[config.mk]
export PLATFORM = sky130hd
export DESIGN_NAME = exec_seq_ctrl_flat
export DESIGN_NICKNAME = d
export VERILOG_FILES = /design/src/rtl/exec_seq_ctrl_if.sv /design/src/rtl/exec_seq_ctrl.sv /design/src/flat_wrapper.sv
export SDC_FILE = /design/constraint.sdc
export NUM_CORES = 1
export LEC_CHECK = 0
export ABC_AREA = 1
export CAP_MARGIN = 15
export CORE_ASPECT_RATIO = 0.6
export CORE_MARGIN = 10
export CORE_UTILIZATION = 45
export DETAILED_ROUTE_END_ITERATION = 8
export PLACE_DENSITY = 0.8
export SLEW_MARGIN = 20
export SYNTH_ARGS = -nofsm -noshare
export SYNTH_HDL_FRONTEND = slang
export SYNTH_SLANG_ARGS = --single-unit
[constraint.sdc]
create_clock -name clk -period 5.07 [get_ports clk]
set_clock_uncertainty 0.1 [all_clocks]
set_input_delay 1.014 -clock clk [delete_from_list [all_inputs] [get_ports clk]]
set_output_delay 1.014 -clock clk [all_outputs]
set_load 0.02 [all_outputs]
[src/rtl/exec_seq_ctrl_if.sv]
// Port bundle for exec_seq_ctrl: IR/branch feedback in, memory handshake and
// datapath control strobes out. The sequencer uses the master side.
interface exec_seq_ctrl_if;
   logic [31:0] instr;
   logic        BrEq;
   logic        BrLT;
   logic        mem_ready;
   logic        ASel;
   logic        BSel;
   logic        BrUn;
   logic [4:0]  alu_ctrl;
   logic        mem_req;
   logic        mem_we;
   logic        addr_sel;
   logic        ir_we;
   logic        pc_we;
   logic        pc_sel;
   logic        reg_we;
   logic [1:0]  wb_sel;
   logic        halted;
   logic        illegal;
   logic        bus_err;
   logic [31:0] instret;

   modport master (
      input  instr, BrEq, BrLT, mem_ready,
      output ASel, BSel, BrUn, alu_ctrl, mem_req, mem_we, addr_sel, ir_we,
             pc_we, pc_sel, reg_we, wb_sel, halted, illegal, bus_err, instret
   );

   modport slave (
      output instr, BrEq, BrLT, mem_ready,
      input  ASel, BSel, BrUn, alu_ctrl, mem_req, mem_we, addr_sel, ir_we,
             pc_we, pc_sel, reg_we, wb_sel, halted, illegal, bus_err, instret
   );
endinterface

[src/rtl/exec_seq_ctrl.sv]
// Multi-cycle FETCH/DECODE/EXEC/MEM/WB sequencer driving the execute datapath
// over a single shared memory port, with retire counting and sticky fault flags.
module exec_seq_ctrl #(
   parameter int MEM_TIMEOUT = 16
) (
   input  logic            clk,
   input  logic            rst_n,
   exec_seq_ctrl_if.master bus
);
   localparam int WAIT_W = (MEM_TIMEOUT > 2) ? $clog2(MEM_TIMEOUT) : 1;
   localparam logic [WAIT_W-1:0] WAIT_LIMIT = (MEM_TIMEOUT > 0) ? WAIT_W'(MEM_TIMEOUT - 1) : '0;

   localparam logic [6:0] OP_R      = 7'b0110011;
   localparam logic [6:0] OP_I      = 7'b0010011;
   localparam logic [6:0] OP_LOAD   = 7'b0000011;
   localparam logic [6:0] OP_STORE  = 7'b0100011;
   localparam logic [6:0] OP_BRANCH = 7'b1100011;
   localparam logic [6:0] OP_JAL    = 7'b1101111;
   localparam logic [6:0] OP_JALR   = 7'b1100111;
   localparam logic [6:0] OP_LUI    = 7'b0110111;
   localparam logic [6:0] OP_AUIPC  = 7'b0010111;
   localparam logic [6:0] OP_SYSTEM = 7'b1110011;

   localparam logic [4:0] ALU_ADD    = 5'd0;
   localparam logic [4:0] ALU_SUB    = 5'd1;
   localparam logic [4:0] ALU_SLL    = 5'd2;
   localparam logic [4:0] ALU_SLT    = 5'd3;
   localparam logic [4:0] ALU_SLTU   = 5'd4;
   localparam logic [4:0] ALU_XOR    = 5'd5;
   localparam logic [4:0] ALU_SRL    = 5'd6;
   localparam logic [4:0] ALU_SRA    = 5'd7;
   localparam logic [4:0] ALU_OR     = 5'd8;
   localparam logic [4:0] ALU_AND    = 5'd9;
   localparam logic [4:0] ALU_PASS_B = 5'd10;

   typedef enum logic [2:0] {
      S_FETCH  = 3'd0,
      S_DECODE = 3'd1,
      S_EXEC   = 3'd2,
      S_MEM    = 3'd3,
      S_WB     = 3'd4,
      S_HALT   = 3'd5
   } state_t;

   // SUB only exists for register-register ops; funct7b5 on I-type selects SRAI only
   function automatic logic [4:0] alu_from_funct(input logic [2:0] f3, input logic f7b5,
                                                 input logic is_reg);
      logic [4:0] alu;
      case (f3)
         3'b000:  alu = (is_reg && f7b5) ? ALU_SUB : ALU_ADD;
         3'b001:  alu = ALU_SLL;
         3'b010:  alu = ALU_SLT;
         3'b011:  alu = ALU_SLTU;
         3'b100:  alu = ALU_XOR;
         3'b101:  alu = f7b5 ? ALU_SRA : ALU_SRL;
         3'b110:  alu = ALU_OR;
         3'b111:  alu = ALU_AND;
         default: alu = ALU_ADD;
      endcase
      return alu;
   endfunction

   // Returns {ASel, BSel, alu_ctrl} for the instruction class
   function automatic logic [6:0] alu_decode(input logic [6:0] op, input logic [2:0] f3,
                                             input logic f7b5);
      logic       asel;
      logic       bsel;
      logic [4:0] alu;
      asel = 1'b0;
      bsel = 1'b0;
      alu  = ALU_ADD;
      case (op)
         OP_R:                        alu = alu_from_funct(f3, f7b5, 1'b1);
         OP_I: begin
            bsel = 1'b1;
            alu  = alu_from_funct(f3, f7b5, 1'b0);
         end
         OP_LOAD, OP_STORE, OP_JALR:  bsel = 1'b1;
         OP_LUI: begin
            bsel = 1'b1;
            alu  = ALU_PASS_B;
         end
         OP_AUIPC, OP_JAL, OP_BRANCH: begin
            asel = 1'b1;
            bsel = 1'b1;
         end
         default:                     alu = ALU_ADD;
      endcase
      return {asel, bsel, alu};
   endfunction

   function automatic logic branch_taken(input logic [2:0] f3, input logic eq, input logic lt);
      logic taken;
      case (f3)
         3'b000:          taken = eq;
         3'b001:          taken = !eq;
         3'b100, 3'b110:  taken = lt;
         3'b101, 3'b111:  taken = !lt;
         default:         taken = 1'b0;
      endcase
      return taken;
   endfunction

   function automatic logic opcode_legal(input logic [6:0] op);
      logic legal;
      case (op)
         OP_R, OP_I, OP_LOAD, OP_STORE, OP_BRANCH,
         OP_JAL, OP_JALR, OP_LUI, OP_AUIPC, OP_SYSTEM: legal = 1'b1;
         default:                                      legal = 1'b0;
      endcase
      return legal;
   endfunction

   state_t            r_state;
   state_t            w_next;
   logic [WAIT_W-1:0] r_wait;
   logic [31:0]       r_instret;
   logic              r_halted;
   logic              r_illegal;
   logic              r_bus_err;

   logic [6:0] w_opcode;
   logic [2:0] w_funct3;
   logic       w_funct7b5;
   logic [6:0] w_alu_bundle;
   logic       w_timeout;
   logic       w_waiting;
   logic       w_unused_instr;

   logic       w_asel, w_bsel, w_brun;
   logic [4:0] w_alu_ctrl;
   logic       w_mem_req, w_mem_we, w_addr_sel, w_ir_we;
   logic       w_pc_we, w_pc_sel, w_reg_we;
   logic [1:0] w_wb_sel;
   logic       w_retire, w_set_halted, w_set_illegal, w_set_bus_err;

   assign w_opcode       = bus.instr[6:0];
   assign w_funct3       = bus.instr[14:12];
   assign w_funct7b5     = bus.instr[30];
   assign w_unused_instr = ^{bus.instr[31], bus.instr[29:15], bus.instr[11:7]};
   assign w_alu_bundle   = alu_decode(w_opcode, w_funct3, w_funct7b5);
   assign w_timeout      = (MEM_TIMEOUT != 0) && (r_wait == WAIT_LIMIT) && !bus.mem_ready;
   assign w_waiting      = ((r_state == S_FETCH) || (r_state == S_MEM)) && !bus.mem_ready;

   // Next-state and control decode
   always_comb begin
      w_next        = r_state;
      w_asel        = 1'b0;
      w_bsel        = 1'b0;
      w_brun        = 1'b0;
      w_alu_ctrl    = ALU_ADD;
      w_mem_req     = 1'b0;
      w_mem_we      = 1'b0;
      w_addr_sel    = 1'b0;
      w_ir_we       = 1'b0;
      w_pc_we       = 1'b0;
      w_pc_sel      = 1'b0;
      w_reg_we      = 1'b0;
      w_wb_sel      = 2'd0;
      w_retire      = 1'b0;
      w_set_halted  = 1'b0;
      w_set_illegal = 1'b0;
      w_set_bus_err = 1'b0;
      case (r_state)
         S_FETCH: begin
            w_mem_req = 1'b1;
            if (bus.mem_ready) begin
               w_ir_we = 1'b1;
               w_next  = S_DECODE;
            end else if (w_timeout) begin
               w_set_bus_err = 1'b1;
               w_next        = S_HALT;
            end else begin
               w_next = S_FETCH;
            end
         end
         S_DECODE: begin
            if (opcode_legal(w_opcode)) begin
               w_next = S_EXEC;
            end else begin
               w_set_illegal = 1'b1;
               w_next        = S_HALT;
            end
         end
         S_EXEC: begin
            {w_asel, w_bsel, w_alu_ctrl} = w_alu_bundle;
            case (w_opcode)
               OP_BRANCH: begin
                  w_brun   = w_funct3[1];
                  w_pc_we  = 1'b1;
                  w_pc_sel = branch_taken(w_funct3, bus.BrEq, bus.BrLT);
                  w_retire = 1'b1;
                  w_next   = S_FETCH;
               end
               OP_LOAD, OP_STORE: w_next = S_MEM;
               OP_SYSTEM: begin
                  w_retire     = 1'b1;
                  w_set_halted = 1'b1;
                  w_next       = S_HALT;
               end
               default: w_next = S_WB;
            endcase
         end
         S_MEM: begin
            {w_asel, w_bsel, w_alu_ctrl} = w_alu_bundle;
            w_mem_req  = 1'b1;
            w_addr_sel = 1'b1;
            w_mem_we   = (w_opcode == OP_STORE);
            if (bus.mem_ready) begin
               if (w_opcode == OP_STORE) begin
                  w_pc_we  = 1'b1;
                  w_retire = 1'b1;
                  w_next   = S_FETCH;
               end else begin
                  w_next = S_WB;
               end
            end else if (w_timeout) begin
               w_set_bus_err = 1'b1;
               w_next        = S_HALT;
            end else begin
               w_next = S_MEM;
            end
         end
         S_WB: begin
            {w_asel, w_bsel, w_alu_ctrl} = w_alu_bundle;
            w_reg_we = 1'b1;
            w_pc_we  = 1'b1;
            w_retire = 1'b1;
            w_next   = S_FETCH;
            if ((w_opcode == OP_JAL) || (w_opcode == OP_JALR)) begin
               w_wb_sel = 2'd2;
               w_pc_sel = 1'b1;
            end else if (w_opcode == OP_LOAD) begin
               w_wb_sel = 2'd1;
            end else begin
               w_wb_sel = 2'd0;
            end
         end
         S_HALT:  w_next = S_HALT;
         default: w_next = S_HALT;
      endcase
   end

   // State, wait counter, retire counter and sticky flags
   always_ff @(posedge clk or negedge rst_n) begin
      if (!rst_n) begin
         r_state   <= S_FETCH;
         r_wait    <= '0;
         r_instret <= 32'd0;
         r_halted  <= 1'b0;
         r_illegal <= 1'b0;
         r_bus_err <= 1'b0;
      end else begin
         r_state <= w_next;
         if (w_next != r_state) begin
            r_wait <= '0;
         end else if (w_waiting) begin
            r_wait <= r_wait + WAIT_W'(1);
         end else begin
            r_wait <= r_wait;
         end
         if (w_retire) begin
            r_instret <= r_instret + 32'd1;
         end
         if (w_set_halted) begin
            r_halted <= 1'b1;
         end
         if (w_set_illegal) begin
            r_illegal <= 1'b1;
         end
         if (w_set_bus_err) begin
            r_bus_err <= 1'b1;
         end
      end
   end

   // Memory-side strobes are gated by reset so an in-flight access is dropped at once
   assign bus.mem_req  = w_mem_req & rst_n;
   assign bus.mem_we   = w_mem_we & rst_n;
   assign bus.ir_we    = w_ir_we & rst_n;
   assign bus.addr_sel = w_addr_sel;
   assign bus.ASel     = w_asel;
   assign bus.BSel     = w_bsel;
   assign bus.BrUn     = w_brun;
   assign bus.alu_ctrl = w_alu_ctrl;
   assign bus.pc_we    = w_pc_we;
   assign bus.pc_sel   = w_pc_sel;
   assign bus.reg_we   = w_reg_we;
   assign bus.wb_sel   = w_wb_sel;
   assign bus.halted   = r_halted;
   assign bus.illegal  = r_illegal;
   assign bus.bus_err  = r_bus_err;
   assign bus.instret  = r_instret;
endmodule

[src/flat_wrapper.sv]
// flat-port wrapper written by rule: the top's interface ports become plain ports
module exec_seq_ctrl_flat 
#(
   parameter int MEM_TIMEOUT = 16
)
  (clk, rst_n, bus_instr, bus_BrEq, bus_BrLT, bus_mem_ready, bus_ASel, bus_BSel, bus_BrUn, bus_alu_ctrl, bus_mem_req, bus_mem_we, bus_addr_sel, bus_ir_we, bus_pc_we, bus_pc_sel, bus_reg_we, bus_wb_sel, bus_halted, bus_illegal, bus_bus_err, bus_instret);
  exec_seq_ctrl_if bus_i ();
  input  logic clk;
  input  logic rst_n;
  input wire logic [$bits(bus_i.instr)-1:0] bus_instr;
  input wire logic [$bits(bus_i.BrEq)-1:0] bus_BrEq;
  input wire logic [$bits(bus_i.BrLT)-1:0] bus_BrLT;
  input wire logic [$bits(bus_i.mem_ready)-1:0] bus_mem_ready;
  output wire logic [$bits(bus_i.ASel)-1:0] bus_ASel;
  output wire logic [$bits(bus_i.BSel)-1:0] bus_BSel;
  output wire logic [$bits(bus_i.BrUn)-1:0] bus_BrUn;
  output wire logic [$bits(bus_i.alu_ctrl)-1:0] bus_alu_ctrl;
  output wire logic [$bits(bus_i.mem_req)-1:0] bus_mem_req;
  output wire logic [$bits(bus_i.mem_we)-1:0] bus_mem_we;
  output wire logic [$bits(bus_i.addr_sel)-1:0] bus_addr_sel;
  output wire logic [$bits(bus_i.ir_we)-1:0] bus_ir_we;
  output wire logic [$bits(bus_i.pc_we)-1:0] bus_pc_we;
  output wire logic [$bits(bus_i.pc_sel)-1:0] bus_pc_sel;
  output wire logic [$bits(bus_i.reg_we)-1:0] bus_reg_we;
  output wire logic [$bits(bus_i.wb_sel)-1:0] bus_wb_sel;
  output wire logic [$bits(bus_i.halted)-1:0] bus_halted;
  output wire logic [$bits(bus_i.illegal)-1:0] bus_illegal;
  output wire logic [$bits(bus_i.bus_err)-1:0] bus_bus_err;
  output wire logic [$bits(bus_i.instret)-1:0] bus_instret;
  assign bus_i.instr = bus_instr;
  assign bus_i.BrEq = bus_BrEq;
  assign bus_i.BrLT = bus_BrLT;
  assign bus_i.mem_ready = bus_mem_ready;
  assign bus_ASel = bus_i.ASel;
  assign bus_BSel = bus_i.BSel;
  assign bus_BrUn = bus_i.BrUn;
  assign bus_alu_ctrl = bus_i.alu_ctrl;
  assign bus_mem_req = bus_i.mem_req;
  assign bus_mem_we = bus_i.mem_we;
  assign bus_addr_sel = bus_i.addr_sel;
  assign bus_ir_we = bus_i.ir_we;
  assign bus_pc_we = bus_i.pc_we;
  assign bus_pc_sel = bus_i.pc_sel;
  assign bus_reg_we = bus_i.reg_we;
  assign bus_wb_sel = bus_i.wb_sel;
  assign bus_halted = bus_i.halted;
  assign bus_illegal = bus_i.illegal;
  assign bus_bus_err = bus_i.bus_err;
  assign bus_instret = bus_i.instret;
  exec_seq_ctrl #(.MEM_TIMEOUT(MEM_TIMEOUT)) u_core (.clk(clk), .rst_n(rst_n), .bus(bus_i));
endmodule
* Yosys cells after proc, flatten, opt, wreduce, memory -nomap -nowiden
Cells that the tools add are included.
Storage, ports and cells: flip-flop bits (word level) 42, bits of input ports 37, output and inout port bits 52, logic and storage cells 103
Operators by class: add/sub/neg operators 2, equality and inequality tests 23, muxes and demuxes 50, bitwise logic cells 3, reductions and logical operators 19
Operators by type and width (number):
- $pmux W5 S8 | 2
- $add A32 B1 Y32 const B | 1
- $mux W1 | 30
- $eq A7 B7 Y1 const B | 4
- $eq A7 B6 Y1 const B | 3
- $mux W3 | 6
- $eq A3 B3 Y1 const B | 5
- $pmux W3 S5 | 1
- $pmux W5 S3 | 1
- $eq A7 B5 Y1 const B | 2
- $eq A3 B2 Y1 const B | 4
- $reduce_or A10 Y1 | 1
- $reduce_or A2 Y1 | 5
- $pmux W3 S3 | 1
- $mux W4 | 2
- $reduce_or A8 Y1 | 1
- $eq A7 B2 Y1 const B | 1
- $eq A3 B1 Y1 const B | 2
- $logic_not A3 Y1 | 2
- $pmux W1 S3 | 2
- $reduce_or A3 Y1 | 2
- $mux W5 | 1
- $add A4 B1 Y4 const B | 1
- $eq A4 B4 Y1 const B | 1
- other kinds (9) | 16

* Logic depth before layout (Yosys ltp)
Gate-level depths: netlist of run 1.
word-level depth 8, gate-level depth with buffers 13, depth with buffers taken out 13

* Worst setup path before layout of run 1
OpenSTA, ideal clock, no wires.
path kind input to output, from in bus_instr[3], to out bus_mem_we, data arrival time 1.965 ns, data required time 3.956 ns, setup slack 1.991 ns, stages 3, path buffers 0, cell sequence nor2_1 -> nand2_2 -> nor4_1
On the way: word-level cells in the longest chain between the ends 3
RTL lines:
- start: declaration | line flat_wrapper.sv:10 | input wire logic [$bits(bus_i.instr)-1:0] bus_instr;
- $eq A7 B6 Y1 | line exec_seq_ctrl.sv:208 | w_mem_we = (w_opcode == OP_STORE);
- $mux W1 | line exec_seq_ctrl.sv:164 | case (r_state)
- $and A1 B1 Y1 | line exec_seq_ctrl.sv:279 | assign bus.mem_we = w_mem_we & rst_n;
- end: declaration | line flat_wrapper.sv:19 | output wire logic [$bits(bus_i.mem_we)-1:0] bus_mem_we;
No other way between the ends.

* Worst setup path in the final report of run 1
from in bus_instr[1], to out bus_alu_ctrl[0]
On the way: word-level cells in the longest chain between the ends 3, elaborated cells on any way between the ends 5, classes of those cells eq/ne (3); mux (2)
RTL lines:
- $eq A7 B6 Y1 / $eq A7 B5 Y1 (equally long branches) | line exec_seq_ctrl.sv:72 | case (op)
- $pmux W5 S3 * | line exec_seq_ctrl.sv:72
- $mux W5 * | line exec_seq_ctrl.sv:164
- end: declaration | line flat_wrapper.sv:17 | output wire logic [$bits(bus_i.alu_ctrl)-1:0] bus_alu_ctrl;
Every way passes the cells marked *; elsewhere a longest branch is shown, timed or not.

==> impl_results.md, run 1 <==
- N_diodes: 0
- Setup crit start kind: input port
- Synth-to-layout area growth: 30.1%
- Slew Viols, Final: 0
- H-tree depth: 2
- Final cell count without fillers: 506
- CTS tree: built
- HP Start: u_core.bus.illegal$_DFFE_PN0P_
- Setup violations, final: 0
- Clk Latency, worst-skew pair: 0.30 ns
- Worst R2R Setup Slack: 3.03 ns
- Vias per cell: 5.24
- Hold Path Class: reg2reg
- Drt initial violations: 195
- Max-cap violations: 0
- Sequential cell area fraction in the yosys report: 38.3%
- Final WL: 7540 µm
- Avg Cell Area, Syn: 7.74 µm²
- Mapped cell area: 2750 µm²
- Largest net degree at the start of global routing: 43
- Top-level port count: 89
- Row cnt: 21
- Area leader, netlist: dfrtp_1
- FF-to-FF Start: u_core.r_state[0]$_DFF_PN0_
- Status: finished, final reports clean
- Worst hold slack: 0.364 ns
- WL/cell: 14.9 µm
- Pwr dens: 286 nW/µm²
- Worst vdd ir: 218 µV
- Post-cts sizing count: 0
- Starting Density: 47.9%
- Synth area leaders: dfrtp_1 (38%), nand2_1 (9.7%), nor2_1 (6.3%), xor2_1 (6.1%), inv_1 (5.9%)
- First-pass GRT wire length: 12,100 µm
- Synth unique cells: 39
- Required time worst endpoint: 3.96 ns
- Initial antenna violation count: 0
- Layout fillers: 511
- Die area: 9730 µm²
- Worst EP arrival: 3.25 ns
- # port buffers: 66
- Length in cells of the worst reg-to-reg path: 10
- Cells after DPL: 498
- Pre-CTS WS: 0.787 ns
- GP Congestion: 0.900
- Worst Setup Slack, final: 0.709 ns
- DR pass1 iterations: 5
- Fin. Hold Viols: 0
- Critical-path maximum fanout: 7
- Vias in the first global route: 2,292
- CTS Buffer Depth: 2
- DR DRC count: 0
- Remaining antenna violation count: 0
- WHS Path Cells: 2
- Clk sinks: 42
- Maximum clock frequency: 0.229 GHz
- Vias: 2,649
- Overflow after GRT: 0
- Clk pin slew, worst setup/hold paths: 0.08 ns
- Setup tns final: 0 ns
- Tmin final: 4.36 ns
- Total power: 1.02 mW
- Number of buffers created by CTS: 5
- Asr flop ratio synth: 100%
- Detailed placement HPWL: 6110 µm
- Core region area: 5730 µm²
- CTS Root Cell: clkbuf_8
- Crit Path Class: in2out
- Flops & latches, synth: 42
- Die H: 80.5 µm
- Worst Tran Pin Value: 0.534 ns
- Critical R2R Capture: u_core.bus.instret[24]$_DFFE_PN0P_
- Setup bufs post-CTS: 0
- Main flop type after synthesis: dfrtp_1
- Post-synth net total: 394
- Hold buffer count at CTS: 0
- Most frequent cells in the layout: nand2_1 (71), clkdlybuf4s50_1 (65), nor2_1 (46)
- Leak pwr: 1.64 nW
- Number of warnings issued by yosys: 0
- Most common cell after layout, fill and taps aside: nand2_1
- Syn Inst Count: 355
- Period utilization: 86.0%
- Die W: 121 µm
- Hold worst-path end: u_core.bus.illegal$_DFFE_PN0P_
- Total track usage: 15.3%
- Post-synth EDFFs: 0
- Unrepaired setup endpoints after global routing: false
- Final nets: 464
- Layout cells sized above 1: 11.3%
- Slew headroom: 64.4%
- Top cell type's share of synthesized area: 38.3%
- CP Capture Type: output port
## registers in the layout, indices dropped and copies added, names as in the netlist
signal,count
u_core.r_state,3
u_core.bus.illegal,1
u_core.r_wait,4
u_core.bus.bus_err,1
u_core.bus.instret,32
u_core.bus.halted,1
## how the worst max path moves through the flow
stage / to / cells after the start / from / slack, ns
6_report: bus_alu_ctrl[0] / 9 / bus_instr[1] / 0.71
5_1_grt: bus_alu_ctrl[0] / 9 / bus_instr[0] / 0.59
4_1_cts: bus_alu_ctrl[0] / 8 / bus_instr[2] / 0.78
3_5_place_dp: bus_alu_ctrl[0] / 8 / bus_instr[2] / 0.79
3_3_place_gp: bus_alu_ctrl[0] / 9 / bus_instr[1] / 0.83
2_1_floorplan: bus_mem_we / 3 / bus_instr[3] / 1.99
## kinds of logic (layout without fill, tap and decap cells)
| group | count (synthesis) | after routing | share of synthesized area (%) |
|---|---|---|---|
| other | 1 | 1 | 0.137 |
| DFF | 42 | 42 | 38.3 |
| buffers and inverters | 50 | 121 | 7.33 |
| and+or+nand+nor | 202 | 202 | 37.1 |
| AOI/OAI and AO/OA | 24 | 24 | 5.10 |
| muxes | 1 | 1 | 0.364 |
| adders and majority gates | 2 | 2 | 0.911 |
| xor gates and xnor gates | 33 | 33 | 10.8 |
## Yosys cell counts, types with 2 or more instances
cell and n:
a21oi_1 6, buf_2 2, dfrtp_1 42, ha_1 2, inv_1 43, inv_2 3, nand2_1 71, nand2_2 9
nand3_1 22, nand3_2 6, nand4_1 8, nor2_1 46, nor2_2 8, nor3_1 15, nor4_1 6, o21ai_0 12
or2_2 2, xnor2_1 13, xor2_1 19
## cell type report
class	instances	area [µm²]	share of cell area, %
inverters	46	173	4.83
flip-flops and latches	42	1050	29.4
clock buffers	7	86.3	2.42
clock inverters	1	5.00	0.140
repair buffers	67	663	18.6
multi-input cells	263	1490	41.8
well taps	80	100	2.80
## per-layer routing
metal | wire [µm] | GRT usage [%] | vias to the layer above
li1 | - | - | 1287
met1 | 3670 | 22.5 | 1236
met2 | 3100 | 21.4 | 121
met3 | 700 | 3.98 | 5
met4 | 69 | 3.60 | 0
met5 | 0 | 0 | -
## power by group
part	switching, mW	internal, mW	leakage [nW]
sequential	0.0380	0.368	0.533
clock	0.117	0.110	0.0482
combinational	0.243	0.145	1.06
total	0.398	0.624	1.64
## critical path, stage by stage
cell	delay (ns)
clkdlybuf4s50_1	0.47
nand2_2	0.08
inv_1	0.09
nand2_2	0.12
nor3_1	0.35
o21ai_0	0.22
a21oi_1	0.17
o21a_1	0.13
clkdlybuf4s50_1	0.60
## per-stage QoR
stage | area [µm²] | utilization (%)
2_1_floorplan | 2750 | -
3_3_place_gp | 3480 | 60.8
3_5_place_dp | 3480 | 60.8
4_1_cts | 3570 | 62.4
5_1_grt | 3570 | 62.4
6_report | 3570 | 62.4
No activity file was read; power rests on OpenSTA's default activity.
==> run 2: changes to the inputs <==
Settings changed: SLEW_MARGIN 20 to 25.
==> results of run 2 <==
Final layout, timing and power as in run 1 (identical DEF).
==> run 3: changes to the inputs <==
Settings changed: CORE_UTILIZATION 45 to 42, PLACE_DENSITY 0.8 to 0.79.
Clock period 5.07 ns to 3.8 ns, I/O delays scaled along.
==> run 3 against run 2 <==
  * Clock power increased by 85%
  * Critical path depth unchanged
  * Critical endpoint is now bus_alu_ctrl[1]
  * Sequential power up 34%
  * Worst setup slack got worse by 0.55 ns
  * Register-to-register slack worse by 1.3 ns
  * Wire length rose by 0.16%
  * Total power grew 45%
  * Sequential share of layout area fell by 0.71 points
==> impl_results.md, run 3 (same netlist as run 1, synthesis figures left out) <==
- Crit Path Class: in2out
- Total track usage: 14.9% (-0.39 points)
- Status: finished, final reports clean
- Clk sinks: 42 (unchanged)
- CP Capture Type: output port
- Die H: 82.6 µm (+2.6%)
- Pwr dens: 404 nW/µm² (+41%)
- Slew headroom: 64.9% (+0.54 points)
- Core region area: 6220 µm² (+8.6%)
- Number of buffers created by CTS: 5 (unchanged)
- Vias: 2,603 (-1.7%)
- Worst EP arrival: 2.78 ns (-0.47 ns)
- Vias per cell: 5.06 (-3.3%)
- Clk pin slew, worst setup/hold paths: 0.07 ns (about the same)
- Setup bufs post-CTS: 0 (unchanged)
- Vias in the first global route: 2,550 (+11%)
- Max reg flops: 32 (unchanged)
- DR DRC count: 0 (unchanged)
- Crit-path max cell delay: 0.63 ns (+0.03 ns)
- Starting Density: 44.1% (-3.8 points)
- DR pass1 iterations: 4 (-1)
- Initial antenna violation count: 0 (unchanged)
- Post-cts sizing count: 0 (unchanged)
- Most common cell after layout, fill and taps aside: nand2_1
- Hold buffer count at CTS: 0 (unchanged)
- First-pass GRT wire length: 12,800 µm (+5.8%)
- N_diodes: 0 (unchanged)
- Setup tns final: 0 ns (unchanged)
- Drt initial violations: 160 (-18%)
- Critical-path maximum fanout: 6 (-1)
- Synth-to-layout area growth: 33.3%
- Remaining antenna violation count: 0 (unchanged)
- Crit-path cells: clkdlybuf4s50_1 -> nand2_2 -> inv_1 -> nand2_2 -> buf_4 -> o21ai_0 -> nand2_1 -> a31oi_1 -> clkdlybuf4s50_1
- Layout fillers: 564 (+10%)
- Most frequent cells in the layout: nand2_1 (71), clkdlybuf4s50_1 (64), nor2_1 (46)
- Period utilization: 95.9%
- Required time worst endpoint: 2.94 ns (-1.02 ns)
- H-tree depth: 2 (unchanged)
- Clk Latency, worst-skew pair: 0.30 ns (about the same)
- Die W: 124 µm (+2.9%)
- Maximum clock frequency: 0.275 GHz
- Tmin final: 3.64 ns
- CTS Root Cell: clkbuf_8
- Detailed placement HPWL: 6200 µm (+1.5%)
- Largest net degree at the start of global routing: 43 (unchanged)
- CTS Buffer Depth: 2 (unchanged)
- # port buffers: 66 (unchanged)
- Max-cap violations: 0 (unchanged)
- Worst vdd ir: 365 µV (+67%)
- Overflow after GRT: 0 (unchanged)
- GP Congestion: 0.940 (+4.4%)
- Hold Path Class: reg2reg
- Final WL: 7550 µm (+0.16%)
- Setup violations, final: 0 (unchanged)
- CP max-delay cell: clkdlybuf4s50_1
- WL/cell: 14.7 µm (-1.4%)
- Layout cells sized above 1: 12.6% (+1.3 points)
- Slew Viols, Final: 0 (unchanged)
- Top-level port count: 89 (unchanged)
- Row cnt: 22 (+4.8%)
- Worst Tran Pin Value: 0.526 ns (-0.00809 ns)
- CTS tree: built
- Fin. Hold Viols: 0 (unchanged)
- Unrepaired setup endpoints after global routing: false
- Final nets: 468 (+0.86%)
- Leak pwr: 1.69 nW (+3.5%)
- Total power: 1.48 mW (+45%)
- Setup crit start kind: input port
- Die area: 10,300 µm² (+5.6%)
==> run 3: worst max-delay path: cells and delay by family <==
| kind | cells | cell delay [ns] |
|---|---|---|
| buf+inv | 4 | 1.35 |
| compound gates | 2 | 0.39 |
| simple gates | 3 | 0.28 |
==> run 3: where the power goes <==
group	switching, mW	internal (mW)	total [mW]
combinational	0.319	0.196	0.515
clock	0.156	0.263	0.420
sequential	0.0541	0.492	0.546
total	0.529	0.951	1.48
==> run 3: cell type report <==
class | instances | area, µm² | area share, %
clock buffer | 5 | 68.8 | 1.88
clock inverter | 3 | 68.8 | 1.88
inverter | 46 | 173 | 4.72
multi-input combinational | 263 | 1500 | 40.9
sequential | 42 | 1050 | 28.7
tap | 84 | 105 | 2.87
timing repair buffer | 71 | 696 | 19.0
==> run 3: path summary, 6_finish.rpt <==
path                                                      from                            endpoint  slack (ns)  cells after the start
worst max-delay path                              bus_instr[1]                     bus_alu_ctrl[1]        0.16                      9
worst min-delay path            u_core.bus.bus_err$_DFFE_PN0P_      u_core.bus.bus_err$_DFFE_PN0P_        0.36                      1
worst max register to register     u_core.r_state[2]$_DFF_PN0_  u_core.bus.instret[17]$_DFFE_PN0P_        1.76                      8
worst min register to register  u_core.bus.bus_err$_DFFE_PN0P_      u_core.bus.bus_err$_DFFE_PN0P_        0.36                      1
max in group asynchronous                                rst_n   u_core.bus.instret[2]$_DFFE_PN0P_        2.78                      2
min in group asynchronous                                rst_n       u_core.bus.halted$_DFFE_PN0P_        0.44                      2
==> run 3: stage by stage <==
stage / instance area [µm²] / setup slack (ns) / std cells / hold slack [ns] / util [%]
after detailed placement: 3520 / 0.0940 / 506 / 0.342 / 56.5
after global placement: 3520 / 0.125 / 506 / 0.346 / 56.5
after floorplan: 2750 / 1.23 / 355 / 0.364 / -
final: 3660 / 0.157 / 514 / 0.356 / 58.8
after global routing: 3660 / 0.0367 / 514 / 0.381 / 58.8
after CTS: 3650 / 0.0932 / 514 / 0.359 / 58.7
==> run 3: metal layers <==
| layer | track usage [%] | routed length (µm) |
|---|---|---|
| met1 | 20.5 | 3710 |
| met4 | 2.89 | 52 |
| met3 | 3.63 | 544 |
| met5 | 0 | 0 |
| met2 | 23.5 | 3240 |
